## config.mk

```make
export PLATFORM = sky130hd
export DESIGN_NAME = sram_bank_ctrl_flat
export DESIGN_NICKNAME = d
export VERILOG_FILES = /design/src/rtl/sram_bank_ctrl_pkg.sv /design/src/rtl/sram_bank_ctrl_if.sv /design/src/rtl/sram_wl_decode.sv /design/src/rtl/sram_bank_ctrl.sv /design/src/flat_wrapper.sv
export SDC_FILE = /design/constraint.sdc
export NUM_CORES = 1
export LEC_CHECK = 0
export CAP_MARGIN = 20
export CELL_PAD_IN_SITES_DETAIL_PLACEMENT = 1
export CELL_PAD_IN_SITES_GLOBAL_PLACEMENT = 2
export CORE_AREA = 2 2 148 150
export CTS_CLUSTER_DIAMETER = 60
export DETAILED_ROUTE_END_ITERATION = 8
export DIE_AREA = 0 0 150 152
export PLACE_DENSITY = 0.84
export SETUP_SLACK_MARGIN = 0.15
export SYNTH_ARGS = -nofsm -noshare
export SYNTH_HDL_FRONTEND = slang
export SYNTH_SLANG_ARGS = --single-unit
```

## constraint.sdc

```tcl
create_clock -name clk -period 3.3 [get_ports clk]
set_input_delay 0.33 -clock clk [delete_from_list [all_inputs] [get_ports clk]]
set_output_delay 0.33 -clock clk [all_outputs]
set_load 0.005 [all_outputs]
```

## src/rtl/sram_bank_ctrl_pkg.sv

```systemverilog
`default_nettype none
// ============================================================================
// Module  : sram_bank_ctrl_pkg
// Brief   : Shared types and defaults for the SRAM bank controller.
// Revision: 1.0
// ============================================================================
package sram_bank_ctrl_pkg;

   localparam int unsigned SRAM_DATA_W = 16;
   localparam int unsigned SRAM_DEPTH  = 32;
   localparam int unsigned SRAM_ADDR_W = $clog2(SRAM_DEPTH);

   typedef enum logic [2:0] {
      IDLE  = 3'd0,
      SETUP = 3'd1,
      EVAL  = 3'd2,
      CAPT  = 3'd3,
      RESP  = 3'd4
   } state_t;

   typedef struct packed {
      logic                   write;
      logic [SRAM_ADDR_W-1:0] addr_a;
      logic [SRAM_ADDR_W-1:0] addr_b;
      logic [SRAM_DATA_W-1:0] wdata;
   } req_t;

   function automatic logic [15:0] sat_inc16(input logic [15:0] v);
      return (v == 16'hFFFF) ? v : v + 16'd1;
   endfunction

endpackage
`default_nettype wire

```

## src/rtl/sram_bank_ctrl_if.sv

```systemverilog
`default_nettype none
// ============================================================================
// Module  : sram_bank_ctrl_if
// Brief   : Request/response handshake bundle between datapath and controller.
// Revision: 1.0
// ============================================================================
interface sram_bank_ctrl_if
   import sram_bank_ctrl_pkg::*;
#(
   parameter int unsigned DATA_W = SRAM_DATA_W,
   parameter int unsigned ADDR_W = SRAM_ADDR_W
);
   logic              req_valid;
   logic              req_ready;
   logic              req_write;
   logic [ADDR_W-1:0] req_addr_a;
   logic [ADDR_W-1:0] req_addr_b;
   logic [DATA_W-1:0] req_wdata;
   logic              rsp_valid;
   logic              rsp_ready;
   logic [DATA_W-1:0] rsp_data_a;
   logic [DATA_W-1:0] rsp_data_b;
   logic              rsp_err;

   modport master (
      output req_valid, req_write, req_addr_a, req_addr_b, req_wdata, rsp_ready,
      input  req_ready, rsp_valid, rsp_data_a, rsp_data_b, rsp_err
   );

   modport slave (
      input  req_valid, req_write, req_addr_a, req_addr_b, req_wdata, rsp_ready,
      output req_ready, rsp_valid, rsp_data_a, rsp_data_b, rsp_err
   );
endinterface
`default_nettype wire

```

## src/rtl/sram_wl_decode.sv

```systemverilog
`default_nettype none
// ============================================================================
// Module  : sram_wl_decode
// Brief   : Address to one-hot wordline decode; out-of-range gives all-zero.
// Revision: 1.0
// ============================================================================
module sram_wl_decode #(
   parameter int unsigned ADDR_W = 5,
   parameter int unsigned DEPTH  = 32
) (
   input  logic [ADDR_W-1:0] i_addr,
   output logic [DEPTH-1:0]  o_wl,
   output logic              o_in_range
);

   assign o_in_range = (32'(i_addr) < DEPTH);

   generate
      for (genvar gi = 0; gi < DEPTH; gi++) begin : g_wl
         assign o_wl[gi] = o_in_range && (i_addr == ADDR_W'(gi));
      end
   endgenerate

endmodule
`default_nettype wire

```

## src/rtl/sram_bank_ctrl.sv

```systemverilog
`default_nettype none
// ============================================================================
// Module  : sram_bank_ctrl
// Brief   : Sequencer for the 2-port SRAM bank. Optional macro
//           SRAM_BANK_CTRL_PERF_EN adds saturating read/write counters.
// Revision: 1.0
// ============================================================================
module sram_bank_ctrl
   import sram_bank_ctrl_pkg::*;
#(
   parameter int unsigned DATA_W = SRAM_DATA_W,
   parameter int unsigned DEPTH  = SRAM_DEPTH,
   parameter int unsigned ADDR_W = $clog2(DEPTH)
) (
   input  logic              clk,
   input  logic              rst_n,
   sram_bank_ctrl_if.slave   bus,
   output logic [DEPTH-1:0]  o_word_a,
   output logic [DEPTH-1:0]  o_word_b,
   output logic              o_read_en,
   output logic              o_write_en,
   output logic [DATA_W-1:0] o_wdata,
   output logic              o_srclkneg,
   output logic              o_srclkpos,
   input  logic [DATA_W-1:0] i_out_a,
   input  logic [DATA_W-1:0] i_out_b,
   output logic [15:0]       o_perf_rd_cnt,
   output logic [15:0]       o_perf_wr_cnt
);

   state_t            r_state, w_next;
   req_t              r_req, w_in_req, w_op;
   logic              w_accept, w_rsp_hs;
   logic [DEPTH-1:0]  w_dec_a, w_dec_b;
   logic              w_rng_a, w_rng_b;

   logic              r_req_ready, r_rsp_valid, r_rsp_err;
   logic [DATA_W-1:0] r_rsp_a, r_rsp_b;
   logic [DEPTH-1:0]  r_word_a, r_word_b;
   logic              r_read_en, r_write_en, r_srclkneg, r_srclkpos;
   logic [DATA_W-1:0] r_wdata;

   logic [DEPTH-1:0]  w_word_a_nxt, w_word_b_nxt;
   logic              w_read_en_nxt, w_write_en_nxt, w_srclkneg_nxt, w_srclkpos_nxt;
   logic              w_req_ready_nxt, w_rsp_valid_nxt;
   logic [DATA_W-1:0] w_wdata_nxt;

   assign w_in_req = '{write:  bus.req_write,
                       addr_a: bus.req_addr_a,
                       addr_b: bus.req_addr_b,
                       wdata:  bus.req_wdata};
   assign w_accept = bus.req_valid && r_req_ready;
   assign w_rsp_hs = r_rsp_valid && bus.rsp_ready;

   // Outputs are registered from the next state, so in IDLE the decode must
   // see the incoming request rather than the (stale) latched one.
   assign w_op = (r_state == IDLE) ? w_in_req : r_req;

   sram_wl_decode #(.ADDR_W(ADDR_W), .DEPTH(DEPTH)) u_dec_a (
      .i_addr     (w_op.addr_a),
      .o_wl       (w_dec_a),
      .o_in_range (w_rng_a)
   );

   sram_wl_decode #(.ADDR_W(ADDR_W), .DEPTH(DEPTH)) u_dec_b (
      .i_addr     (w_op.addr_b),
      .o_wl       (w_dec_b),
      .o_in_range (w_rng_b)
   );

   always_comb begin
      w_next          = r_state;
      w_word_a_nxt    = '0;
      w_word_b_nxt    = '0;
      w_read_en_nxt   = 1'b0;
      w_write_en_nxt  = 1'b0;
      w_wdata_nxt     = '0;
      w_srclkneg_nxt  = 1'b0;
      w_srclkpos_nxt  = 1'b0;
      w_req_ready_nxt = 1'b0;
      w_rsp_valid_nxt = 1'b0;

      case (r_state)
         IDLE:    if (w_accept) w_next = SETUP;
         SETUP:   w_next = EVAL;
         EVAL:    w_next = CAPT;
         CAPT:    w_next = RESP;
         RESP:    if (w_rsp_hs) w_next = IDLE;
         default: w_next = IDLE;
      endcase

      case (w_next)
         SETUP, EVAL: begin
            w_word_a_nxt   = w_dec_a;
            w_word_b_nxt   = w_dec_b;
            w_read_en_nxt  = ~w_op.write;
            w_write_en_nxt = w_op.write;
            w_wdata_nxt    = w_op.wdata;
            w_srclkneg_nxt = (w_next == SETUP);
            w_srclkpos_nxt = (w_next == EVAL);
         end
         CAPT: begin
            w_word_a_nxt = w_dec_a;
            w_word_b_nxt = w_dec_b;
         end
         RESP:    w_rsp_valid_nxt = 1'b1;
         default: w_req_ready_nxt = 1'b1;
      endcase
   end

   always_ff @(posedge clk or negedge rst_n) begin
      if (!rst_n) begin
         r_state     <= IDLE;
         r_req       <= '0;
         r_req_ready <= 1'b1;
         r_rsp_valid <= 1'b0;
         r_rsp_err   <= 1'b0;
         r_rsp_a     <= '0;
         r_rsp_b     <= '0;
         r_word_a    <= '0;
         r_word_b    <= '0;
         r_read_en   <= 1'b0;
         r_write_en  <= 1'b0;
         r_wdata     <= '0;
         r_srclkneg  <= 1'b0;
         r_srclkpos  <= 1'b0;
      end else begin
         r_state     <= w_next;
         r_req_ready <= w_req_ready_nxt;
         r_rsp_valid <= w_rsp_valid_nxt;
         r_word_a    <= w_word_a_nxt;
         r_word_b    <= w_word_b_nxt;
         r_read_en   <= w_read_en_nxt;
         r_write_en  <= w_write_en_nxt;
         r_wdata     <= w_wdata_nxt;
         r_srclkneg  <= w_srclkneg_nxt;
         r_srclkpos  <= w_srclkpos_nxt;
         if (w_accept) begin
            r_req <= w_in_req;
         end
         if (r_state == CAPT) begin
            r_rsp_a   <= r_req.write ? '0 : i_out_a;
            r_rsp_b   <= r_req.write ? '0 : i_out_b;
            r_rsp_err <= ~w_rng_a | ~w_rng_b |
                         (r_req.write & ((r_req.addr_a == '0) | (r_req.addr_b == '0)));
         end
      end
   end

   assign bus.req_ready  = r_req_ready;
   assign bus.rsp_valid  = r_rsp_valid;
   assign bus.rsp_data_a = r_rsp_a;
   assign bus.rsp_data_b = r_rsp_b;
   assign bus.rsp_err    = r_rsp_err;
   assign o_word_a       = r_word_a;
   assign o_word_b       = r_word_b;
   assign o_read_en      = r_read_en;
   assign o_write_en     = r_write_en;
   assign o_wdata        = r_wdata;
   assign o_srclkneg     = r_srclkneg;
   assign o_srclkpos     = r_srclkpos;

`ifdef SRAM_BANK_CTRL_PERF_EN
   logic [15:0] r_perf_rd, r_perf_wr;

   always_ff @(posedge clk or negedge rst_n) begin
      if (!rst_n) begin
         r_perf_rd <= '0;
         r_perf_wr <= '0;
      end else if (w_rsp_hs) begin
         if (r_req.write) r_perf_wr <= sat_inc16(r_perf_wr);
         else             r_perf_rd <= sat_inc16(r_perf_rd);
      end
   end

   assign o_perf_rd_cnt = r_perf_rd;
   assign o_perf_wr_cnt = r_perf_wr;
`else
   assign o_perf_rd_cnt = '0;
   assign o_perf_wr_cnt = '0;
`endif

endmodule
`default_nettype wire

```

## src/flat_wrapper.sv

```systemverilog
// flat-port wrapper written by rule: the top's interface ports become plain ports
module sram_bank_ctrl_flat import sram_bank_ctrl_pkg::*;
#(
   parameter int unsigned DATA_W = SRAM_DATA_W,
   parameter int unsigned DEPTH  = SRAM_DEPTH,
   parameter int unsigned ADDR_W = $clog2(DEPTH)
)
  (clk, rst_n, o_word_a, o_word_b, o_read_en, o_write_en, o_wdata, o_srclkneg, o_srclkpos, i_out_a, i_out_b, o_perf_rd_cnt, o_perf_wr_cnt, bus_req_valid, bus_req_write, bus_req_addr_a, bus_req_addr_b, bus_req_wdata, bus_rsp_ready, bus_req_ready, bus_rsp_valid, bus_rsp_data_a, bus_rsp_data_b, bus_rsp_err);
  sram_bank_ctrl_if #(.DATA_W(DATA_W), .ADDR_W(ADDR_W)) bus_i ();
  input  logic clk;
  input  logic rst_n;
  output logic [DEPTH-1:0] o_word_a;
  output logic [DEPTH-1:0] o_word_b;
  output logic o_read_en;
  output logic o_write_en;
  output logic [DATA_W-1:0] o_wdata;
  output logic o_srclkneg;
  output logic o_srclkpos;
  input  logic [DATA_W-1:0] i_out_a;
  input  logic [DATA_W-1:0] i_out_b;
  output logic [15:0] o_perf_rd_cnt;
  output logic [15:0] o_perf_wr_cnt;
  input wire logic [$bits(bus_i.req_valid)-1:0] bus_req_valid;
  input wire logic [$bits(bus_i.req_write)-1:0] bus_req_write;
  input wire logic [$bits(bus_i.req_addr_a)-1:0] bus_req_addr_a;
  input wire logic [$bits(bus_i.req_addr_b)-1:0] bus_req_addr_b;
  input wire logic [$bits(bus_i.req_wdata)-1:0] bus_req_wdata;
  input wire logic [$bits(bus_i.rsp_ready)-1:0] bus_rsp_ready;
  output wire logic [$bits(bus_i.req_ready)-1:0] bus_req_ready;
  output wire logic [$bits(bus_i.rsp_valid)-1:0] bus_rsp_valid;
  output wire logic [$bits(bus_i.rsp_data_a)-1:0] bus_rsp_data_a;
  output wire logic [$bits(bus_i.rsp_data_b)-1:0] bus_rsp_data_b;
  output wire logic [$bits(bus_i.rsp_err)-1:0] bus_rsp_err;
  assign bus_i.req_valid = bus_req_valid;
  assign bus_i.req_write = bus_req_write;
  assign bus_i.req_addr_a = bus_req_addr_a;
  assign bus_i.req_addr_b = bus_req_addr_b;
  assign bus_i.req_wdata = bus_req_wdata;
  assign bus_i.rsp_ready = bus_rsp_ready;
  assign bus_req_ready = bus_i.req_ready;
  assign bus_rsp_valid = bus_i.rsp_valid;
  assign bus_rsp_data_a = bus_i.rsp_data_a;
  assign bus_rsp_data_b = bus_i.rsp_data_b;
  assign bus_rsp_err = bus_i.rsp_err;
  sram_bank_ctrl #(.DATA_W(DATA_W), .DEPTH(DEPTH), .ADDR_W(ADDR_W)) u_core (.clk(clk), .rst_n(rst_n), .bus(bus_i), .o_word_a(o_word_a), .o_word_b(o_word_b), .o_read_en(o_read_en), .o_write_en(o_write_en), .o_wdata(o_wdata), .o_srclkneg(o_srclkneg), .o_srclkpos(o_srclkpos), .i_out_a(i_out_a), .i_out_b(i_out_b), .o_perf_rd_cnt(o_perf_rd_cnt), .o_perf_wr_cnt(o_perf_wr_cnt));
endmodule
```

==> impl_results.md <==
- Yosys warns: 0
- X dimension of the die: around 150 microns
- Commonest cells after routing, fill and taps aside: sky130_fd_sc_hd__nand2_1, sky130_fd_sc_hd__clkdlybuf4s50_1, sky130_fd_sc_hd__dfrtp_1, sky130_fd_sc_hd__a211oi_1, sky130_fd_sc_hd__o21ai_0
- Total leakage power: around 3.8 nW
- Clock tree from TritonCTS: yes
- Global-route wire length before repair: 27.3 mm
- I/O pin count: ~210
- Leading register cell type out of synthesis: sky130_fd_sc_hd__dfrtp_1
- Run status: complete, no violations
- Iter 0 DRT Violations: 201
- Floorplan row count: 54
- Tmin final: around 2.6 ns
- Synthesized netlist cell count: 581
- Areal power density over the cells: 845 mW/mm^2
- Final hold violation count: 0
- Final number of max-transition violations: 0
- Cell depth of the worst hold path: 3
- Setup repair after global routing missed its margin: false
- Maximum level of the CTS H-tree: 4
- Core Util, Final: between 40% and 50%
- Launch point of the worst reg-to-reg path: u_core.r_state[2]
- Fin Setup TNS: 0 ns
- Type of the worst min-delay path: primary input to flip-flop
- Min-Delay Startpoint: i_out_b[9]
- Pre-antenna DRT Iters: 4
- Number of fill cells in the layout: about 2.4k
- Sequential area share after synthesis: 61.5%
- Worst hold slack: approximately 0.46 ns
- Clock input transition at the sequential cells of the worst setup and hold paths: about 0.07 ns
- Share of flip-flops with an asynchronous set or reset after synthesis: between 90% and 100%
- Clock buffer count from CTS: 17
- GRT Residual Overflow: 0
- Core box area: about 0.021 sq mm
- Vias per cell: around 4.5
- Pin count of the biggest net entering global routing: 70
- Worst path required time: about 3.6 ns
- Average detailed-routed wire length per instance: between 15 and 20 microns
- Synth-to-Final Area Change: 42.3%
- CP max stage cell: sky130_fd_sc_hd__or3_1
- Share of Yosys cell area claimed by the top area cell type: between 60 and 70%
- Number of sinks driven by the clock tree: ~150
- Gr usage total: roughly 15%
- Critical Path End Type: flip-flop
- Startpoint class of the critical path: flip-flop
- Effective utilization at floorplan: about 28%
- Mapped Area: between 0.006 and 0.007 sq mm
- Finish-stage setup viols: 0
- Headroom to the max-slew limit: ~34%
- Ranking of synthesized cells by area: sky130_fd_sc_hd__dfrtp_1, sky130_fd_sc_hd__nand2_1, sky130_fd_sc_hd__a211oi_1
- Max Fanout on Critical Path: 23
- Syn Area/Cell: between 10 and 15 sq um
- Yosys reg bits: 149
- Share of layout cells above drive strength 1: under 10%
- Via count of the first global-routing pass: roughly 5k
- Final setup skew: roughly 0.0064 ns
- Category of the most critical setup path: flip-flop to flip-flop
- Post-DP HPWL: around 12 mm
- Crit share post-route: between 70% and 80%
- Largest area contributor in the synthesized netlist: sky130_fd_sc_hd__dfrtp_1
- Worst Hold End: u_core.bus.rsp_data_b[9]
- Terminus of the critical flop-to-flop path: u_core.o_word_a[24]
- Data arrival time of the critical path: ~2.8 ns
- EDFF count, synth: 0
- Vias post-DR: roughly 4.8k
- Peak VDD IR: around 360 uV
- CP cell instances: or3_1, mux2i_1, a211oi_1
- Buf/Inv on CP: 0
- Number of distinct library cell variants in the gate-level netlist after synthesis: 32
- FF-to-FF setup slack: 0.75 ns
- Delay of the slowest critical-path stage: about 0.85 ns
- Depth of the worst register-to-register path: 3
- Total of buffers placed on input and output ports: ~180
- Wire length reported by the detailed router: approximately 17 mm
- Maximum count of clock buffers along a single path: 2
- Floorplan die height: approximately 150 microns
- Initial antenna violation count: 1
- Number of nets at the end of the flow: 818
- Weighted congestion at the end of routability-driven global placement: 0.734
- CP delay by family, top: simple AND/OR/NAND/NOR gates
- Post-CTS Setup Bufs: 0
- Clock tree root buffer cell: sky130_fd_sc_hd__clkbuf_16
- Worst setup path start: u_core.r_state[2]
- Die area: around 0.023 sq mm
- Worst Tran Pin Value: 0.996 ns
- Count of max-cap constraint violations: 0
- Remaining routing DRC violations: 0
- Clock Latency Late Sink: around 0.42 ns
- Highest clock frequency the design can meet: between 300 and 400 MHz
- N_diodes: 0
- Remaining antenna violation count after routing: 0
layer usage:
layer / wire length (microns) / part of all wire, % / GRT usage [%]
met5: 10 / 0.059 / 0
met4: 143 / 0.85 / 3.73
met3: 1110 / 6.6 / 5.11
met2: 8120 / 48 / 24.3
met1: 7490 / 44 / 19.9
how the worst max path moves through the flow:
stage,depth (start not counted),to
floorplan,6,u_core.o_word_b[13]
global placement,3,u_core.o_word_b[6]
detailed placement,3,u_core.o_word_b[28]
CTS,3,u_core.o_word_b[28]
global route,3,u_core.o_word_b[14]
finish,3,u_core.o_word_a[24]
worst min-delay path: stages:
cell and delay [ns]:
sky130_fd_sc_hd__clkdlybuf4s50_1 0.39, sky130_fd_sc_hd__nand2_1 0.06, sky130_fd_sc_hd__o21ai_0 0.06
synthesized netlist by cell type, drive strengths merged, types with 3 or more instances:
master   count
nand4bb      4
nand3b       3
nand2      180
nand4b       6
mux2         3
nor3         4
nor2        11
o21ai       34
nor2b       10
buf         48
dfrtp      148
a21oi       18
clkbuf      20
a211oi      65
mux2i       10
what timing repair did:
action | 4_1_cts | 5_1_grt
gates resized for setup | 0 | 0
hold endpoints to repair | 66 | 0
hold buffers | 1 | 0
registers in the layout, indices dropped and copies added, names as in the netlist, 3 cells and up:
signal                 cells
u_core.bus.rsp_data_a     16
u_core.o_word_b           32
u_core.o_word_a           32
u_core.bus.rsp_data_b     16
u_core.r_state             3
u_core.r_req              27
u_core.o_wdata            16
stage by stage:
step	cells	cell area, sq um	total power [mW]	setup slack, ns
final	1048	8630	7.29	0.750
after global routing	1048	8630	7.81	0.554
after floorplan	612	6180	4.05	1.50
after detailed placement	1015	8030	5.39	0.752
after global placement	1015	8030	5.33	0.781
after CTS	1048	8630	7.41	0.736
layout make-up:
type | instances | area (sq um) | share of cell area, %
sequential | 149 | 3730 | 43.2
multi-input combinational | 394 | 2040 | 23.7
timing repair buffer | 192 | 1910 | 22.1
clock buffer | 18 | 429 | 4.97
tap | 280 | 350 | 4.06
clock inverter | 14 | 164 | 1.90
inverter | 1 | 3.75 | 0.0435
power by group:
group	switching (mW)	internal (mW)	total (mW)	leakage [nW]
Sequential	0.337	2.36	2.69	1.98
Combinational	1.47	1.15	2.62	1.54
Clock	0.839	1.14	1.98	0.286
kinds of logic (layout without fill, tap and decap cells):
logic type / after synthesis / count (layout) / synth area share, %
AOI/OAI and AO/OA: 123 / 123 / 13.1
xor gates and xnor gates: 1 / 1 / 0.144
buffers and inverters: 69 / 225 / 6.75
DFF: 149 / 149 / 61.5
muxes: 13 / 13 / 2.21
other: 1 / 32 / 0.0618
and+or+nand+nor: 225 / 225 / 16.2
No activity file was read; power rests on OpenSTA's default activity.
==> RTL edit 1 (same flow settings) <==
Encoding of `state_t`: now one-hot (5 bits for 5 states).
--- a/src/rtl/sram_bank_ctrl_pkg.sv
+++ b/src/rtl/sram_bank_ctrl_pkg.sv
@@ -10,12 +10,12 @@
    localparam int unsigned SRAM_DEPTH  = 32;
    localparam int unsigned SRAM_ADDR_W = $clog2(SRAM_DEPTH);
 
-   typedef enum logic [2:0] {
-      IDLE  = 3'd0,
-      SETUP = 3'd1,
-      EVAL  = 3'd2,
-      CAPT  = 3'd3,
-      RESP  = 3'd4
+   typedef enum logic [4:0] {
+      IDLE  = 5'b00001,
+      SETUP = 5'b00010,
+      EVAL  = 5'b00100,
+      CAPT  = 5'b01000,
+      RESP  = 5'b10000
    } state_t;
 
    typedef struct packed {
Behaviour: same outputs for any inputs over 4 cycles, from zero or initial values and one cycle with rst_n low; so few cycles prove little.
==> RTL edit 1 against the unedited design <==
  * Total power shrank 4.0%
  * Design area grew 3.1%
  * Synthesized area grew 3.8%
  * Clock power shrank 5%
  * Routed wire length grew 4.1%
  * Setup slack gained 0.22 ns
  * Sequential cell count grew 2
  * Critical path type unchanged
  * Largest cell class unchanged
  * Largest power group unchanged
  * Highest routed layer is now met4
==> RTL edit 1: results (changes against the unedited design) <==
Final layout
The total of clock buffers placed in the layout came to 19 (was 18). The fraction of area in clock buffers and inverters is 0.0644 (was 0.0687). The number of nets in the final layout is 834 (was 818). The count of non-CTS buffers in the layout came to 193 (was 192). The multi-input combinational cell count is 400 (was 394). The fraction of area in multi-input gates came to 0.250 (was 0.237). The layout buffering overhead excluding clock cells is 0.218 (was 0.221).

The final standard cell area without fillers is 8900 µm² (was 8630 µm²). The number of non-clock inverters in the layout came to 8 (was 1). The sequential cell area came to 3780 µm² (was 3730 µm²).

Global route
The number of global-route vias before repair was 5110 (was 4923). The first-pass GRT wire length is 28.0 mm (was 27.3 mm). The global-route track usage on met3 is 0.0369 (was 0.0511). The maximum number of pins on one net before global-route repair is 111 (was 70). The initial antenna violation count is 0 (was 1). The met1 demand-to-capacity share in global routing was 0.205 (was 0.199).

Critical path
The start point of the critical path is u_core.r_state[3] (was u_core.r_state[2]). The setup slack on the worst flop-to-flop path is 0.97 ns (was 0.75 ns). The worst path arrival time was 2.68 ns (was 2.81 ns).

Logic synthesis
The number of distinct library cells after synthesis is 48 (was 32). The post-synthesis cell count came to 586 (was 581). Dominant cells by area after synthesis: sky130_fd_sc_hd__dfrtp_1, sky130_fd_sc_hd__nand2_1, sky130_fd_sc_hd__buf_4, sky130_fd_sc_hd__nor2_1, sky130_fd_sc_hd__o21ai_0 (was sky130_fd_sc_hd__dfrtp_1, sky130_fd_sc_hd__nand2_1, sky130_fd_sc_hd__a211oi_1, sky130_fd_sc_hd__buf_4, sky130_fd_sc_hd__o21ai_0). The register bit total from synthesis is 151 (was 149). The proportion of synthesized chip area in sequential cells came to 0.601 (was 0.615).

Route
The routed wire length is 17.6 mm (was 16.9 mm). The routed via count is 4876 (was 4763). The detailed-routed wire length on met3 was 935 µm (was 1.11 mm).

The sum of routed wire segments on met1 is 7.69 mm (was 7.49 mm). The average detailed-routed wire length per instance is 16.5 µm (was 16.1 µm). The highest signal layer in the routed design is met4 (was met5).

STA
The actual slew at the worst max-slew pin is 0.930 ns (was 0.996 ns). The worst-case hold slack came to 0.350 ns (was 0.462 ns).

Power and ir drop
The largest voltage drop on the vdd net came to 319 µV (was 363 µV). The reported leakage power was 3.86 nW (was 3.81 nW).

Run status
Status: finished, final reports clean (unchanged).

Placed design
The number of cells after detailed placement came to 1030 (was 1015). The instance area after placement was 8290 µm² (was 8030 µm²). The weighted congestion reported at the end of routability-driven placement is 0.810 (was 0.734).

Hold path
The worst hold path class is in -> async (was in -> reg).
RTL edit 1: changes by cell type in the layout (fill, tap and decap cells not counted), sizes merged, moves of 8 or more:
cell	delta
nand2	-96
a211oi	-64
nor2	+54
nand2b	+33
nor3	+22
mux2	+17
o21ai	+12
a21oi	+10
a22oi	+9
a32oi	+8
mux2i	-8
RTL edit 1: logic make-up (layout without fill, tap and decap cells):
kind of cell,after synthesis,count (layout),share of synthesized area
other,1,32,0.000596
buffers and inverters,66,233,0.0646
multiplexers,22,22,0.0390
AO/OA/AOI/OAI,104,104,0.103
XOR/XNOR,2,2,0.00398
flip-flops,151,151,0.601
AND/OR/NAND/NOR,240,240,0.188
RTL edit 1: critical path, cell delays in order, from the launching register on:
cell                      delay, ns
sky130_fd_sc_hd__dfrtp_1       0.50
sky130_fd_sc_hd__or3_1         0.70
sky130_fd_sc_hd__nor2_2        0.30
sky130_fd_sc_hd__buf_4         0.31
sky130_fd_sc_hd__mux2i_1       0.27
sky130_fd_sc_hd__nor2b_1       0.16
==> RTL edit 2 (same settings) <==
Without the edit above. Add a define of `SRAM_BANK_CTRL_PERF_EN`.
--- a/src/rtl/sram_bank_ctrl.sv
+++ b/src/rtl/sram_bank_ctrl.sv
@@ -5,6 +5,8 @@
 //           SRAM_BANK_CTRL_PERF_EN adds saturating read/write counters.
 // Revision: 1.0
 // ============================================================================
+`define SRAM_BANK_CTRL_PERF_EN
+
 module sram_bank_ctrl
    import sram_bank_ctrl_pkg::*;
 #(
Formal check against the unedited RTL: not equivalent (Yosys sat finds a counterexample within 10 cycles, from zero or initial values and one cycle with rst_n low).
==> RTL edit 2 against the unedited design <==
  * Sequential cell count increased by 32
  * Fmax increased by 6.5%
  * Setup slack better by 0.16 ns
  * Clock power grew 3%
  * Clock skew increased by 0.0032 ns
  * Synthesized area grew 19%
  * Total power up 12%
  * Design area up 19%
  * Routed wire length up 23%
  * Combinational power rose by 10%
==> RTL edit 2: results (changes against the unedited design) <==
Logic synthesis
The fraction of synthesized area in multiplexers is 0.0553 (was 0.0221). The post-synthesis cell count was 647 (was 581). The post-synthesis instance area is 7220 µm² (was 6070 µm²).

The number of distinct library cells after synthesis is 51 (was 32). Dominant cells by area after synthesis: sky130_fd_sc_hd__dfrtp_1, sky130_fd_sc_hd__mux2_2, sky130_fd_sc_hd__nand2_1, sky130_fd_sc_hd__nor2_1, sky130_fd_sc_hd__nand2b_1 (was sky130_fd_sc_hd__dfrtp_1, sky130_fd_sc_hd__nand2_1, sky130_fd_sc_hd__a211oi_1, sky130_fd_sc_hd__buf_4, sky130_fd_sc_hd__o21ai_0). The fraction of synthesized cell area in xor and xnor cells is 0.0279 (was 0.00144).

Power and ir drop
The power drawn by the clock network is 2.03 mW (was 1.98 mW). The switching power is 2.86 mW (was 2.65 mW).

Route
The via density per instance is 4.92 (was 4.54). The average detailed-routed wire length per instance is 17.9 µm (was 16.1 µm).

Critical path
The setup slack on the worst flop-to-flop path is 0.91 ns (was 0.75 ns). The destination of the worst register-to-register timing path is u_core.o_word_b[17] (was u_core.o_word_a[24]). The family with the most delay on the worst path is compound AO/OA/AOI/OAI gates (was simple AND/OR/NAND/NOR gates).

The maximum fanout along the worst path was 35 (was 23).

Global route
The maximum number of pins on one net before global-route repair was 87 (was 70). The met2 usage in global routing is 0.319 (was 0.243). The first-pass GRT wire length is 33.9 mm (was 27.3 mm). The global-route track usage on met3 came to 0.0498 (was 0.0511).

Final layout
The count of non-CTS buffers in the layout is 223 (was 192). The fraction of area in clock buffers and inverters was 0.0578 (was 0.0687). The sequential cell count is 181 (was 149). The sequential cell area was 4530 µm² (was 3730 µm²).

The multi-input combinational cell count is 436 (was 394).

Placed design
The instance area after placement is 9680 µm² (was 8030 µm²). The placed wire-length estimate after detailed placement was 15.1 mm (was 11.5 mm).

Hold path
The source of the worst hold timing path is i_out_b[11] (was i_out_b[9]).

Run status
Status: finished, final reports clean (unchanged).
## RTL edit 2: cell families (layout without fill, tap and decap cells)
group | after synthesis | count (layout)
xor gates and xnor gates | 23 | 23
buffers and inverters | 30 | 261
AOI/OAI and AO/OA | 88 | 88
adders and majority gates | 2 | 2
DFF | 181 | 181
and+or+nand+nor | 287 | 287
muxes | 36 | 36
## RTL edit 2: worst max path at each step
stage / to / slack [ns]
3_5_place_dp: u_core.o_word_b[26] / 0.97
6_report: u_core.o_word_b[17] / 0.91
2_1_floorplan: u_core.o_perf_wr_cnt[11] / 1.57
5_1_grt: u_core.o_word_b[17] / 0.73
3_3_place_gp: u_core.o_word_a[30] / 1.06
4_1_cts: u_core.o_word_b[26] / 0.94
## RTL edit 2: tightest hold or removal path, delay by kind of cell
family / cells / cell delay, ns
AND/OR/NAND/NOR: 1 / 0.06
buffers and inverters: 1 / 0.39
AO/OA/AOI/OAI: 1 / 0.07
